### config.mk
export PLATFORM = sky130hd
export DESIGN_NAME = byte_sum_transmitter_flat
export DESIGN_NICKNAME = d
export VERILOG_FILES = /design/src/rtl/byte_sum_transmitter_if.sv /design/src/rtl/byte_sum_transmitter.sv /design/src/flat_wrapper.sv
export SDC_FILE = /design/constraint.sdc
export NUM_CORES = 1
export LEC_CHECK = 0
export ABC_AREA = 1
export BUFFER_PORTS_ARGS = -buffer_cell sky130_fd_sc_hd__buf_2
export CELL_PAD_IN_SITES_DETAIL_PLACEMENT = 0
export CELL_PAD_IN_SITES_GLOBAL_PLACEMENT = 1
export CORE_MARGIN = 5
export CORE_UTILIZATION = 36
export DETAILED_ROUTE_END_ITERATION = 12
export PLACE_DENSITY_LB_ADDON = 0.1
export SETUP_SLACK_MARGIN = 0.05
export SKIP_CTS_REPAIR_TIMING = 1
export SLEW_MARGIN = 5
export SYNTH_ARGS = -nofsm -noshare
export SYNTH_HDL_FRONTEND = slang
export SYNTH_SLANG_ARGS = --single-unit
### constraint.sdc
create_clock -name clk -period 2.4 [get_ports clk]
set_input_delay 0.12 -clock clk [delete_from_list [all_inputs] [get_ports clk]]
set_output_delay 0.12 -clock clk [all_outputs]
set_load 0.01 [all_outputs]
### src/rtl/byte_sum_transmitter_if.sv
// byte_sum_transmitter_if: valid/ready byte bus; master drives tx_data/tx_valid/tx_last, slave drives tx_ready
interface byte_sum_transmitter_if #(
  parameter int DATAW = 8
);
  logic [DATAW-1:0] tx_data;
  logic tx_valid, tx_ready, tx_last;
  modport master(output tx_data, tx_valid, tx_last, input tx_ready);
  modport slave(input tx_data, tx_valid, tx_last, output tx_ready);
endinterface

### src/rtl/byte_sum_transmitter.sv
// byte_sum_transmitter: streams NBYTES loaded bytes on a valid/ready bus, then strobes their running sum
// Ports: clk, rst_n (async active-low); load_i/data_i frame load (sampled in IDLE only); busy_o high in SEND/DONE;
//        tx (master): tx_data/tx_valid/tx_last out, tx_ready in; sum_o/sum_vld_o final sum with one-cycle strobe.
// Option: define BYTE_SKIP_MASK_EN to add skip_i, a per-byte mask of bytes neither sent nor summed.
module byte_sum_transmitter #(
  parameter int DATAW = 8,
  parameter int NBYTES = 16,
  parameter int SUMW = 32
) (
  input  logic clk,
  input  logic rst_n,
  input  logic load_i,
  input  logic [NBYTES*DATAW-1:0] data_i,
`ifdef BYTE_SKIP_MASK_EN
  input  logic [NBYTES-1:0] skip_i,
`endif
  output logic busy_o,
  byte_sum_transmitter_if.master tx,
  output logic [SUMW-1:0] sum_o,
  output logic sum_vld_o
);
  localparam int IW = $clog2(NBYTES);
  localparam logic [1:0] IDLE = 2'd0, SEND = 2'd1, DONE = 2'd2;
  logic [1:0] state_q, state_d;
  logic [NBYTES*DATAW-1:0] frame_q, frame_d;
  logic [IW-1:0] idx_q, idx_d, first_idx, nxt_idx;
  logic [SUMW-1:0] sum_q, sum_d;
  logic [DATAW-1:0] cur;
  logic has_first, has_nxt, fire;
`ifdef BYTE_SKIP_MASK_EN
  logic [NBYTES-1:0] skip_q;
  // Downward scans leave the lowest qualifying index: first unskipped byte of the new mask, next unskipped byte after idx_q.
  always_comb begin
    has_first = 1'b0;
    first_idx = '0;
    has_nxt = 1'b0;
    nxt_idx = '0;
    for (int k = NBYTES - 1; k >= 0; k--) begin
      if (!skip_i[k]) begin
        has_first = 1'b1;
        first_idx = IW'(k);
      end
      if (k > int'(idx_q) && !skip_q[k]) begin
        has_nxt = 1'b1;
        nxt_idx = IW'(k);
      end
    end
  end
  always_ff @(posedge clk or negedge rst_n)
    if (!rst_n) skip_q <= '0;
    else if (state_q == IDLE && load_i) skip_q <= skip_i;
`else
  assign has_first = 1'b1;
  assign first_idx = '0;
  assign has_nxt = idx_q != IW'(NBYTES - 1);
  assign nxt_idx = idx_q + 1'b1;
`endif
  assign cur = frame_q[idx_q*DATAW +: DATAW];
  assign tx.tx_valid = state_q == SEND;
  assign tx.tx_data = tx.tx_valid ? cur : '0;
  assign tx.tx_last = tx.tx_valid & ~has_nxt;
  assign fire = tx.tx_valid & tx.tx_ready;
  assign busy_o = state_q != IDLE;
  assign sum_vld_o = state_q == DONE;
  assign sum_o = sum_q;
  always_comb begin
    state_d = state_q;
    frame_d = frame_q;
    idx_d = idx_q;
    sum_d = sum_q;
    if (state_q == IDLE && load_i) begin
      frame_d = data_i;
      idx_d = first_idx;
      sum_d = '0;
      state_d = has_first ? SEND : DONE;
    end else if (fire) begin
      sum_d = sum_q + SUMW'(cur);
      idx_d = has_nxt ? nxt_idx : idx_q;
      state_d = has_nxt ? SEND : DONE;
    end else if (state_q == DONE) state_d = IDLE;
  end
  always_ff @(posedge clk or negedge rst_n)
    if (!rst_n) begin
      state_q <= IDLE;
      frame_q <= '0;
      idx_q <= '0;
      sum_q <= '0;
    end else begin
      state_q <= state_d;
      frame_q <= frame_d;
      idx_q <= idx_d;
      sum_q <= sum_d;
    end
endmodule

### src/flat_wrapper.sv
// flat-port wrapper written by rule: the top's interface ports become plain ports
module byte_sum_transmitter_flat 
#(
  parameter int DATAW = 8,
  parameter int NBYTES = 16,
  parameter int SUMW = 32
)
  (clk, rst_n, load_i, data_i, busy_o, sum_o, sum_vld_o, tx_tx_data, tx_tx_valid, tx_tx_last, tx_tx_ready);
  byte_sum_transmitter_if #(.DATAW(DATAW)) tx_i ();
  input  logic clk;
  input  logic rst_n;
  input  logic load_i;
  input  logic [NBYTES*DATAW-1:0] data_i;
  output logic busy_o;
  output logic [SUMW-1:0] sum_o;
  output logic sum_vld_o;
  output wire logic [$bits(tx_i.tx_data)-1:0] tx_tx_data;
  output wire logic [$bits(tx_i.tx_valid)-1:0] tx_tx_valid;
  output wire logic [$bits(tx_i.tx_last)-1:0] tx_tx_last;
  input wire logic [$bits(tx_i.tx_ready)-1:0] tx_tx_ready;
  assign tx_tx_data = tx_i.tx_data;
  assign tx_tx_valid = tx_i.tx_valid;
  assign tx_tx_last = tx_i.tx_last;
  assign tx_i.tx_ready = tx_tx_ready;
  byte_sum_transmitter #(.DATAW(DATAW), .NBYTES(NBYTES), .SUMW(SUMW)) u_core (.clk(clk), .rst_n(rst_n), .load_i(load_i), .data_i(data_i), .busy_o(busy_o), .tx(tx_i), .sum_o(sum_o), .sum_vld_o(sum_vld_o));
endmodule
-- Yosys cells after proc, flatten, opt, wreduce, memory -nomap -nowiden
Index checks and enable logic that the tools add are counted.
- bits in registers: 166
- input port bits: 132
- output and inout port bits: 44
- logic and storage cells: 30
- add/sub/neg operators: 2
- equality and inequality tests: 3
- shift-type cells: 1
- mux-type cells: 10
- bitwise logic cells: 3
- reductions and logical operators: 7
- operators by type and width (operator ; number):
    variable part select 128 x 8 -> 8 bit ; 1
    2-to-1 mux 32 bit ; 2
    adder 32 x 8 -> 32 bit ; 1
    2-to-1 mux 4 bit ; 3
    2-to-1 mux 2 bit ; 4
    2-to-1 mux 8 bit ; 1
    nonzero test 2 bit ; 3
    adder 4 x 1 -> 4 bit, second input constant ; 1
    inequality test 4 bit, second input constant ; 1
    nonzero test 3 bit ; 1
    AND 1 bit ; 2
    equality test 2 x 1 -> 1 bit, second input constant ; 1
    equality test 2 bit, second input constant ; 1
    logical NOT 2 bit ; 1
    AND reduction 2 bit ; 1
    logical AND 1 bit ; 1
    NOT 1 bit ; 1

-- Logic depth before layout (Yosys ltp)
- depth after elaboration: 4
- gate-level depth with buffers: 22
- mapped depth without buffers: 20

-- Least setup slack after synthesis
No wires, ideal clock.
- kind: reg-to-reg
- start: register u_core.idx_q[0]
- end: register u_core.sum_q[12] (netlist: u_core.sum_o[12])
- setup time: 0.123 ns
- data arrival time: 2.469 ns
- required time: 2.277 ns
- setup slack: -0.191 ns
- stages on the path, launching flop included: 19
- path buffers: 2
- period minus slack after synthesis: 2.591 ns
- path through: dfrtp_1 inv_1 buf_4 buf_2 nor2_1 o211ai_1 nand3_1 nand2_1 ha_1 inv_1 fa_1 inv_1 nand3_1 nand3_1 nand2_1 nand2_2 nand2_1 nor3b_1 nor2_1
- word-level cells in the longest chain between the ends: 4
- ends and longest elaborated chain (element ; line ; RTL):
    from (decl) ; byte_sum_transmitter.sv:26 ; logic [IW-1:0] idx_q, idx_d, first_idx, nxt_idx;
    from (signal assigned) ; byte_sum_transmitter.sv:91 ; idx_q <= idx_d;
    variable part select 128 x 8 -> 8 bit ; byte_sum_transmitter.sv:58 ; assign cur = frame_q[idx_q*DATAW +: DATAW];
    adder 32 x 8 -> 32 bit ; byte_sum_transmitter.sv:77 ; sum_d = sum_q + SUMW'(cur);
    2-to-1 mux 32 bit ; byte_sum_transmitter.sv:76 ; end else if (fire) begin
    2-to-1 mux 32 bit ; byte_sum_transmitter.sv:71 ; if (state_q == IDLE && load_i) begin
    to (signal assigned) ; byte_sum_transmitter.sv:92 ; sum_q <= sum_d;
    to (decl) ; byte_sum_transmitter.sv:27 ; logic [SUMW-1:0] sum_q, sum_d;
Every way passes these cells. The select of a mux whose other input is x is not followed.
A chain may end at the register's enable or synchronous reset.

-- Final worst setup path
- start: register u_core.idx_q[0]
- end: register u_core.sum_q[29] (netlist: u_core.sum_o[29])
Same word-level chain as after synthesis.

==> impl_metrics.yaml <==
status:
  status: "finished, violations left"
  failed_checks: "negative setup slack"
worst_setup_path:
  crit_end: "u_core.sum_o[29]"
  slowest_delay_ns: 0.48
  crit_buf_inv: 4
  cpMaxStageDelayCell: "dfrtp_2"
  path_depth: 18
  rrSetupSlack_ns: -0.37
  worst-r2r-cell-count: 18
  crit_path_start_kind: "flip-flop"
  path_max_fanout: 7
  crit_chain: "buf_12 > clkbuf_16 > nor2_2 > nor2_1 > o21ai_1 > o211ai_1 > nand3_1 > nand2_2 > ha_4 > nand2_4 > nor2_4 > nand3_2 > nand3_4 > clkbuf_16 > nand3_1 > nand2_1 > inv_1 > nor2_1"
  crit_start: "u_core.idx_q[0]"
  endpoint_kind: "flip-flop"
  r2r_end: "u_core.sum_o[29]"
  r2r-start: "u_core.idx_q[0]"
  cp.arrival_ns: 3.12
  crit_family: "simple AND/OR/NAND/NOR gates"
  required_ns: 2.76
  critPathKind: "reg -> reg"
logic_synthesis:
  ys_top_cells_by_area: "dfrtp_1 (47%), nand2_1 (23%), nor2_1 (6.6%), o21ai_0 (4.6%), inv_1 (3.6%)"
  ys_top_cells_by_count: "nand2_1 (546), dfrtp_1 (166), nor2_1 (156), inv_1 (85), o21ai_0 (82)"
  synth_top_area_share_pct: 47.0
  ys_ff_latch: 166
  avgSynthCellArea_sq_um: 7.12
  synth_fp_nets: 1384
  async_reset_ff_share_pct: 100
  yosys.area.top_type: "dfrtp_1"
  syn-cell-area_sq_um: 8840
  synth.most_common_cell: "nand2_1"
  synth_edf_count: 0
  netlist_instances: 1242
  yosysUniqueCellTypes: 38
  ys_seq_area_share_pct: 47.0
  synth_flop_cell: "dfrtp_1"
  synth_warnings: 0
drt:
  via_per_inst: 4.65
  wirelength_mm: 29.6
  drtIter0Drc: 482
  wl_per_cell_microns: 15.4
  num_vias: 8932
  drc_errors: 0
  antenna_left: 0
  dr.pass1.iters: 5
global_routing:
  overflow: 0
  antenna_found_initial: 0
  grt_pass1_vias: 8269
  grt_usage_pct: 19.6
  grt_max_degree: 130
  grt_pass1_wl_mm: 43.9
floorplanning:
  initial_core_util_pct: 36.5
  core_area_sq_um: 24200
  die_x_microns: 167
  die_area_sq_um: 27800
  die_y_microns: 167
  num_rows: 57
  ioPinCount: 176
clock_network:
  cts_buffer_depth: 2
  cts_tree: "yes"
  cts-buffers-inserted: 17
  cts.sinks: 166
  h-tree-depth: 4
  clock_latency_ns: 0.43
  clkTransAtPathRegs_ns: 0.07
  cts-root-buf: "clkbuf_16"
final_layout:
  area_growth_pct: 48.1
  drive_gt1_share_pct: 25.0
  diodes: 0
  layout.nets: 1726
  fillers: 2383
placement:
  portBuffers: 175
  gp_congestion: 0.867
  pre_cts_ws_ns: -0.423
  dp_hpwl_mm: 19.9
sta:
  rsz0062_at_grt: "yes"
  slew_headroom_pct: 60.1
  setup_viol: 32
  period_minus_slack_ns: 2.77
  timing_hold_violations_final: 0
  setup_ws_ns: -0.368
  slew_violations: 0
  timing.hold.ws_ns: 0.100
  setup_tns_ns: -7.97
  skew_ns: 0.0177
  fmax_mhz: 361
  post-route-period-util_pct: 115
  tightestPinTransition_ns: 0.598
power:
  peakVddDrop_mv: 0.356
  p_leak_nw: 7.04
  total_power_w: 0.00596
  p_per_area_nw_per_um2: 455
hold_path:
  min_path_cells: 4
  min_path_type: "in -> reg"
  min_from: "load_i"
flow_run:
  drv_cap: 0
==> stage by stage <==
step,utilization (%),instance area (sq um),std cells
after global placement,43.1,10500,1743
after CTS,45.5,11000,1775
after global routing,54.0,13100,1921
final,54.0,13100,1921
after floorplan,-,8910,1242
after detailed placement,43.1,10500,1743
==> worst min-delay path by stage <==
stage                                     to
after floorplan            u_core.frame_q[0]
after global placement    u_core.frame_q[96]
after detailed placement  u_core.frame_q[96]
after CTS                 u_core.frame_q[96]
after global routing        u_core.sum_o[27]
final                       u_core.sum_o[27]
==> flip-flops by register name, summed over array words and instances (netlist names) <==
signal          cells
u_core.idx_q        4
u_core.sum_o       32
u_core.state_q      2
u_core.frame_q    128
==> routing by layer <==
| layer | track usage [%] | up-vias | part of all wire [%] |
|---|---|---|---|
| met5 | 0 | - | 0 |
| met4 | 4.38 | 0 | 1.0 |
| met3 | 3.63 | 21 | 3.0 |
| met2 | 32.0 | 183 | 50 |
| met1 | 27.3 | 4154 | 46 |
| li1 | - | 4574 | - |
==> tightest hold or removal path, delay by kind of cell <==
kind	cells	cell delay (ns)
buffers and inverters	1	0.10
and+or+nand+nor	3	0.27
==> placed cells by master, fill, tap and decap left out, types with 8 or more instances in the layout <==
cell | Yosys | final
nand2_4 | 1 | 8
inv_1 | 85 | 73
nor2_4 | 2 | 9
inv_2 | 3 | 13
buf_6 | 8 | 10
o21ai_1 | 7 | 38
nand3_1 | 43 | 26
clkbuf_16 | 0 | 23
ha_4 | 0 | 8
o21ai_0 | 82 | 50
dlygate4sd3_1 | 0 | 129
a21oi_1 | 17 | 10
nand2_2 | 5 | 28
nor2_2 | 1 | 8
buf_4 | 9 | 52
nand4_1 | 16 | 16
o211ai_1 | 16 | 16
dfrtp_1 | 166 | 164
nor2_1 | 156 | 142
buf_12 | 0 | 15
buf_2 | 24 | 169
nand3_2 | 3 | 15
nand2_1 | 546 | 516
==> logic make-up after synthesis <==
family	after synthesis	synth area share [%]
AO/OA/AOI/OAI	129	7.98
AND/OR/NAND/NOR	784	35.4
flip-flops	166	47.0
XOR/XNOR	4	0.396
buffers and inverters	149	7.74
adder cells (fa/ha/maj)	10	1.50
==> final cells by class <==
cell class | count | area (sq um) | area share, %
Clock buffer | 19 | 433 | 3.30
Multi-Input combinational cell | 928 | 4510 | 34.4
Sequential cell | 166 | 4160 | 31.7
Tap cell | 324 | 405 | 3.09
Inverter | 90 | 343 | 2.62
Timing Repair Buffer | 381 | 3090 | 23.6
Clock inverter | 13 | 160 | 1.22
==> power by group <==
group / leakage, nW / switching, W / total (W) / internal [W]
Sequential: 2.20 / 0 / 0.00280 / 0.00280
Combinational: 4.56 / 0.000114 / 0.000332 / 0.000217
Clock: 0.281 / 0.00126 / 0.00283 / 0.00157
No activity file was read; power rests on OpenSTA's default activity.
